$ cat config.mk
export PLATFORM = sky130hd
export DESIGN_NAME = hazard_stall_unit
export DESIGN_NICKNAME = d
export VERILOG_FILES = /design/src/rtl/hazard_stall_unit.sv
export SDC_FILE = /design/constraint.sdc
export NUM_CORES = 1
export LEC_CHECK = 0
export BUFFER_PORTS_ARGS = -buffer_cell sky130_fd_sc_hd__buf_2
export CAP_MARGIN = 25
export CORE_ASPECT_RATIO = 1.5
export CORE_MARGIN = 5
export CORE_UTILIZATION = 47
export CTS_BUF_LIST = sky130_fd_sc_hd__clkbuf_2
export DETAILED_ROUTE_END_ITERATION = 8
export PLACE_DENSITY = 0.78
export SYNTH_ARGS = -nofsm -noshare
export SYNTH_HDL_FRONTEND = slang
export SYNTH_SLANG_ARGS = --single-unit
$ cat constraint.sdc
create_clock -name clk -period 2.1 [get_ports clk]
set_input_delay 0.525 -clock clk [delete_from_list [all_inputs] [get_ports clk]]
set_output_delay 0.525 -clock clk [all_outputs]
set_load 0.005 [all_outputs]
$ cat src/rtl/hazard_stall_unit.sv
// ID-stage hazard detection: load-use bubbles plus a busy tracker for the
// multi-cycle mult/div unit that owns Hi/Lo, with a saturating stall counter.
module hazard_stall_unit #(
  parameter int MD_LATENCY = 32,
  parameter int COUNT_W    = 6
) (
  input  logic         clk,
  input  logic         rst,
  input  logic [4:0]   ID_Rs,
  input  logic [4:0]   ID_Rt,
  input  logic         ID_UsesRt,
  input  logic         ID_StartMD,
  input  logic         ID_ReadHiLo,
  input  logic         EX_MemRead,
  input  logic [4:0]   EX_Rt,
  output logic         Stall,
  output logic         PCWrite,
  output logic         IFIDWrite,
  output logic         MDIssue,
  output logic         HiLoBusy,
  output logic [15:0]  StallCount
);

  localparam logic [COUNT_W-1:0] MD_LOAD = COUNT_W'(MD_LATENCY);

  logic [COUNT_W-1:0] cnt_q, cnt_d;
  logic [15:0]        stall_cnt_q, stall_cnt_d;
  logic               load_use;
  logic               md_stall;
  logic               rs_hit, rt_hit;

  // Register 0 is hardwired, so a load targeting it can never create a hazard.
  always_comb begin
    rs_hit   = (EX_Rt == ID_Rs);
    rt_hit   = ID_UsesRt && (EX_Rt == ID_Rt);
    load_use = EX_MemRead && (EX_Rt != 5'd0) && (rs_hit || rt_hit);
  end

  // A second mult/div is structural; mfhi/mflo is a data hazard on Hi/Lo.
  always_comb begin
    HiLoBusy  = (cnt_q != '0);
    md_stall  = HiLoBusy && (ID_ReadHiLo || ID_StartMD);
    Stall     = load_use || md_stall;
    PCWrite   = ~Stall;
    IFIDWrite = ~Stall;
    MDIssue   = ID_StartMD && ~Stall;
  end

  always_comb begin
    cnt_d = cnt_q;
    if (MDIssue)
      cnt_d = MD_LOAD;
    else if (cnt_q != '0)
      cnt_d = cnt_q - 1'b1;
  end

  always_comb begin
    stall_cnt_d = stall_cnt_q;
    if (Stall && (stall_cnt_q != 16'hFFFF))
      stall_cnt_d = stall_cnt_q + 16'd1;
  end

  always_ff @(posedge clk) begin
    if (rst) begin
      cnt_q       <= '0;
      stall_cnt_q <= '0;
    end else begin
      cnt_q       <= cnt_d;
      stall_cnt_q <= stall_cnt_d;
    end
  end

  assign StallCount = stall_cnt_q;

endmodule

# --- Yosys cells after proc, flatten, opt, wreduce, memory -nomap -nowiden ---
# Index checks and enable logic that the tools add are counted.
classes:
  eq_ne: 3
  n_reduce_logical: 13
  add_sub_neg: 2
  n_mux: 2
  bitwise_logic: 1
op_table:
  columns: ["operator", "n"]
  rows:
  - ["adder 16 x 1 -> 16 bit (second input constant)", 1]
  - ["!= test 16 bit (second input constant)", 1]
  - ["two-way mux 6 bit", 2]
  - ["== test 5 bit", 2]
  - ["logical AND 1 bit", 6]
  - ["nonzero test 6 bit", 1]
  - ["subtractor 6 x 1 -> 6 bit (second input constant)", 1]
  - ["nonzero test 5 bit", 1]
  - ["logical OR 1 bit", 3]
  - ["nonzero test 2 bit", 1]
  - ["OR reduction 2 bit", 1]
  - ["NOT 1 bit", 1]
totals:
  output_inout_bits: 21
  ff_bits: 22
  elab_cells: 24
  input_bits: 21

# --- Logic depth before layout (Yosys ltp) ---
logic_depth:
  ltp_word: 8
  ltp_mapped: 8
  mapped_depth_nobuf: 7

# --- Worst setup path before layout ---
# No wires, ideal clock.
synth_path:
  kind: "input to output"
  startpoint: "input EX_Rt[0]"
  endpoint: "output PCWrite"
  t_required_ps: 1575
  cell_stages: 4
  arrival_ps: 1614
  n_path_buf: 1
  setup_slack_ps: -39
  path_cell_list: "or4_4 -> o21a_1 -> a21boi_2 -> buf_4"
synth_between:
  elab_chain_len: 6
  elab_cells_between_ends: 9
  classes_between: "eq/ne: 2; bitwise: 1; reduce/logical: 6"
synth_lines:
  columns: ["item", "line_no", "text"]
  rows:
  - ["from (decl)", "15", "input logic [4:0] EX_Rt,"]
  - ["== test 5 bit", "35", "rt_hit = ID_UsesRt && (EX_Rt == ID_Rt);"]
  - ["logical AND 1 bit", "35", null]
  - ["logical OR 1 bit", "36", "load_use = EX_MemRead && (EX_Rt != 5'd0) && (rs_hit || rt_hit);"]
  - ["logical AND 1 bit *", "36", null]
  - ["logical OR 1 bit *", "43", "Stall = load_use || md_stall;"]
  - ["NOT 1 bit *", null, null]
  - ["to (decl)", "17", "output logic PCWrite,"]
# Mark *: on every way between the ends. The rest lies on a longest branch, timed or not.

# --- Final worst setup path ---
layout_path:
  startpoint: "input EX_Rt[0]"
  endpoint: "output MDIssue"
layout_between:
  elab_chain_len: 7
  elab_cells_between_ends: 10
  classes_between: "eq/ne: 2; bitwise: 1; reduce/logical: 7"
layout_lines:
  columns: ["item", "line_no", "text"]
  rows:
  - ["== test 5 bit", "35", null]
  - ["logical AND 1 bit", "35", null]
  - ["logical OR 1 bit", "36", null]
  - ["logical AND 1 bit *", "36", null]
  - ["logical OR 1 bit *", "43", null]
  - ["NOT 1 bit *", "46", "MDIssue = ID_StartMD && ~Stall;"]
  - ["logical AND 1 bit *", "46", null]
  - ["to (decl)", "19", "output logic MDIssue,"]
# Marks and branches as above.

==> summary.txt <==
Pwr
  – Switch Pwr: roughly 0.00058 W
  – Power share of the sequential group: 0.374
  – Worst vdd rail ir drop: 0.5276 mV
  – Cell-internal power: between 0.0009 and 0.001 W
  – Final Power: around 0.0015 W
  – Fraction of power consumed by the clock network: 0.104
  – Sw Share: 0.3786
  – Portion of total power attributed to combinational logic: 0.522
  – Leakage dissipation: 0.7001 nW
  – Power density over cell area: roughly 890 nW/um2

Worst hold path
  – Type of the worst min-delay path: reg2reg

Status
  – Outcome: finished with violations
  – Violations in the final reports: setup timing

STA
  – Worst Hold Slack: approximately 0.47 ns
  – Final setup slack of the worst path: -0.1971 ns
  – Final worst path period need: approximately 2.3 ns
  – Final clock skew: roughly 0.0011 ns
  – Achievable frequency: around 440 MHz
  – Share of the cycle needed by the critical path after routing: 1.094
  – Relative slew slack: 0.7447
  – Count of endpoints failing setup in the final report: 4
  – Final Hold Fails: 0
  – Number of max-slew violations in the final report: 0
  – RSZ-0062 raised after global routing: true
  – Slew at the pin closest to its max-slew limit: between 0.3 and 0.4 ns

Floorplanning
  – Placeable core region: approximately 2700 um2
  – Width of the chip: around 53 um
  – Initial cell density of the core: 0.4867
  – Die span in y: between 70 and 80 um
  – Total die area: between 3000 and 4000 um2
  – Number of primary I/O pins: 42
  – Number of rows in the core area: 23

Synthesis
  – Number of synthesized flops with an enable pin: 0
  – Share of Yosys cell area claimed by the top area cell type: 0.3381
  – Number of warnings printed during yosys synthesis: 0
  – Cells taking the most area after synthesis: dfxtp_1 (34%), xnor2_1 (8.1%), a21oi_1 (3.8%)
  – Cell variety after synth: 45
  – Most frequent cell after synthesis: dfxtp_1
  – Post-synthesis sequential area ratio: 0.3381
  – Count of mapped cells out of synthesis: around 150
  – Mean instance size in the synthesized netlist: about 8.5 um2
  – Seq cells post-synth: 22
  – Commonest cells in the netlist: dfxtp_1 (22), nand2_1 (13), xnor2_1 (12)
  – Async S/R FF share, synth: 0
  – Combined area of all synthesized cells: between 1000 and 1500 um2
  – Nets in the synthesized netlist: ~180
  – Prevailing post-synth register cell: dfxtp_1
  – Post-synth top area cell: dfxtp_1

Setup path
  – Capturing element type of the critical path: output pin
  – Crit Path Class: in2out
  – WP data required: about 1.6 ns
  – Nature of the critical path startpoint: input pin
  – Critical-path cell with the highest stage delay: or4_4
  – Most frequent cell on the critical path: buf_6
  – Kind of cell with the highest combined delay on the critical path: simple AND/OR/NAND/NOR gates
  – Slowest Stage Delay on Critical Path: about 0.53 ns
  – Critical path peak fanout: 2
  – Arrival @ worst endpoint: 1.77 ns
  – Number of buffers and inverters on the critical path: 2
  – Cell-by-cell listing of the critical path: buf_6 > or4_4 > o21a_4 > a21boi_2 > and2_4 > buf_6

Global route
  – Number of antenna violations at the first check in global routing: 0
  – Wire length of the first global-routing pass: between 5000 and 6000 um
  – Largest net degree at the start of global routing: 22
  – Global-route congestion overflow total: 0
  – Number of global-route vias before repair: between 1,000 and 1,500
  – All-layer global routing usage: 0.1844

Clock tree
  – Clock latency reported for the late side of the worst-skew pair: 0.32 ns
  – CTS clock-pin slew for the worst setup and hold paths: about 0.18 ns
  – Hold bufs inserted after CTS: 0
  – Number of H-tree levels: 1
  – CTS tree: done
  – Root Buffer: clkbuf_2
  – Cts bufs inserted: 3
  – Clock tree sinks: 22
  – Buffers from clock root to sink, at most: 2

Final layout
  – Antenna Cells: 0
  – Area added between synthesis and finish: 31.99%
  – Share of post-route cells with drive strength above 1: 0.3854
  – Final cell utilization of the core: 0.6424
  – Final #Nets: 231
  – Finished Layout Cells: 242
  – Area of all placed cells without fillers: between 1500 and 2000 um2
  – Total of fill cells in the finished design: roughly 240

Place
  – Detailed-placement wirelength estimate: roughly 2600 um
  – Count of buffers inserted at the top-level ports: 41
  – Final RePlAce weighted congestion: between 0.7 and 0.8
  – Number of cells in the design after placement: roughly 240
  – Cell area reported after detailed placement: approximately 1600 um2

Run
  – Max-Cap Viols: 0

Detailed routing
  – Vias per cell: approximately 5.5
  – Total length of routed wires: around 3500 um
  – Iteration count of the initial detailed-routing pass: 4
  – Antenna violation net count after detailed routing: 0
  – Length of routed met3 wiring: about 250 um
  – Top Layer Used: met4
  – Post-detailed-route DRC marker count: 0
  – Routed len/inst: around 14 um
  – Number of vias in the routed layout: between 1,000 and 1,500
  – Met1 wire length: about 1300 um
  – Detailed route wirelength on metal2: between 1500 and 2000 um
  – Drt initial violations: 36
==> power by group through the flow <==
stage	clock network, W	registers [W]	logic [W]
after global routing	0.000182	0.000582	0.000879
after detailed placement	0	0.000560	0.000718
after CTS	0.000165	0.000551	0.000743
after global placement	0	0.000554	0.000688
final	0.000159	0.000570	0.000797
after floorplan	0	0.000552	0.000478
==> kinds of logic after synthesis <==
| family | synth area share |
|---|---|
| flops | 0.3381 |
| compound gates | 0.2133 |
| xor+xnor | 0.1009 |
| mux | 0.007685 |
| buf+inv | 0.04419 |
| fa+ha+maj | 0.02882 |
| simple gates | 0.2670 |
==> worst paths after layout <==
check                 from       endpoint  slack (ns)  depth (start not counted)
setup / recovery  EX_Rt[0]        MDIssue       -0.20                          6
hold / removal    cnt_q[0]       cnt_q[0]        0.47                          1
setup reg to reg  cnt_q[0]  StallCount[5]        0.17                          8
hold reg to reg   cnt_q[0]       cnt_q[0]        0.47                          1
==> metrics by stage <==
step                 TNS, ns  worst slack, ns
floorplan           -0.04807         -0.03915
global placement      -2.008          -0.3139
detailed placement    -2.997          -0.3313
CTS                  -0.7614          -0.2157
global route         -0.8247          -0.2514
finish               -0.5379          -0.1971
==> layout by cell type (no fill, tap or decap), types with 2 or more instances in the layout <==
cell	n
clkbuf_2	3
nand3_1	7
a21oi_1	10
o31ai_1	4
dfxtp_2	4
or2_2	2
nor3_1	6
nor2_1	9
xor2_1	3
ha_1	3
nor4_4	2
dfxtp_1	18
buf_4	12
o21a_1	2
and2_4	2
or4_1	3
nand2_1	13
buf_2	38
xnor2_1	12
or3_1	7
nand4_1	4
buf_6	3
inv_1	7
nor4_1	2
o21ai_1	6
==> layout make-up <==
cell class,instances,area (um2),share of cell area
clock buffer,3,15.01,0.008734
multi-input combinational,119,852.1,0.4956
sequential,22,445.4,0.2591
inverter,7,26.28,0.01528
tap,37,46.29,0.02693
timing repair buffer,54,334.1,0.1943
==> layer usage <==
layer | up-vias | global-route usage
met3 | 4 | 0.03808
met2 | 44 | 0.3564
li1 | 660 | -
met1 | 632 | 0.1914
met5 | - | 0
met4 | 0 | 0.05966
==> registers in the layout (all words and copies together) (netlist names) <==
register	count
cnt_q	6
StallCount	16
==> timing repair <==
| item | 4_1_cts | 5_1_grt |
|---|---|---|
| gates resized for setup | 4 | 13 |
| setup endpoints to repair | 5 | 8 |
| setup buffers | 1 | 0 |
| pin swaps | 2 | 1 |
(Power assumes the default switching activity.)
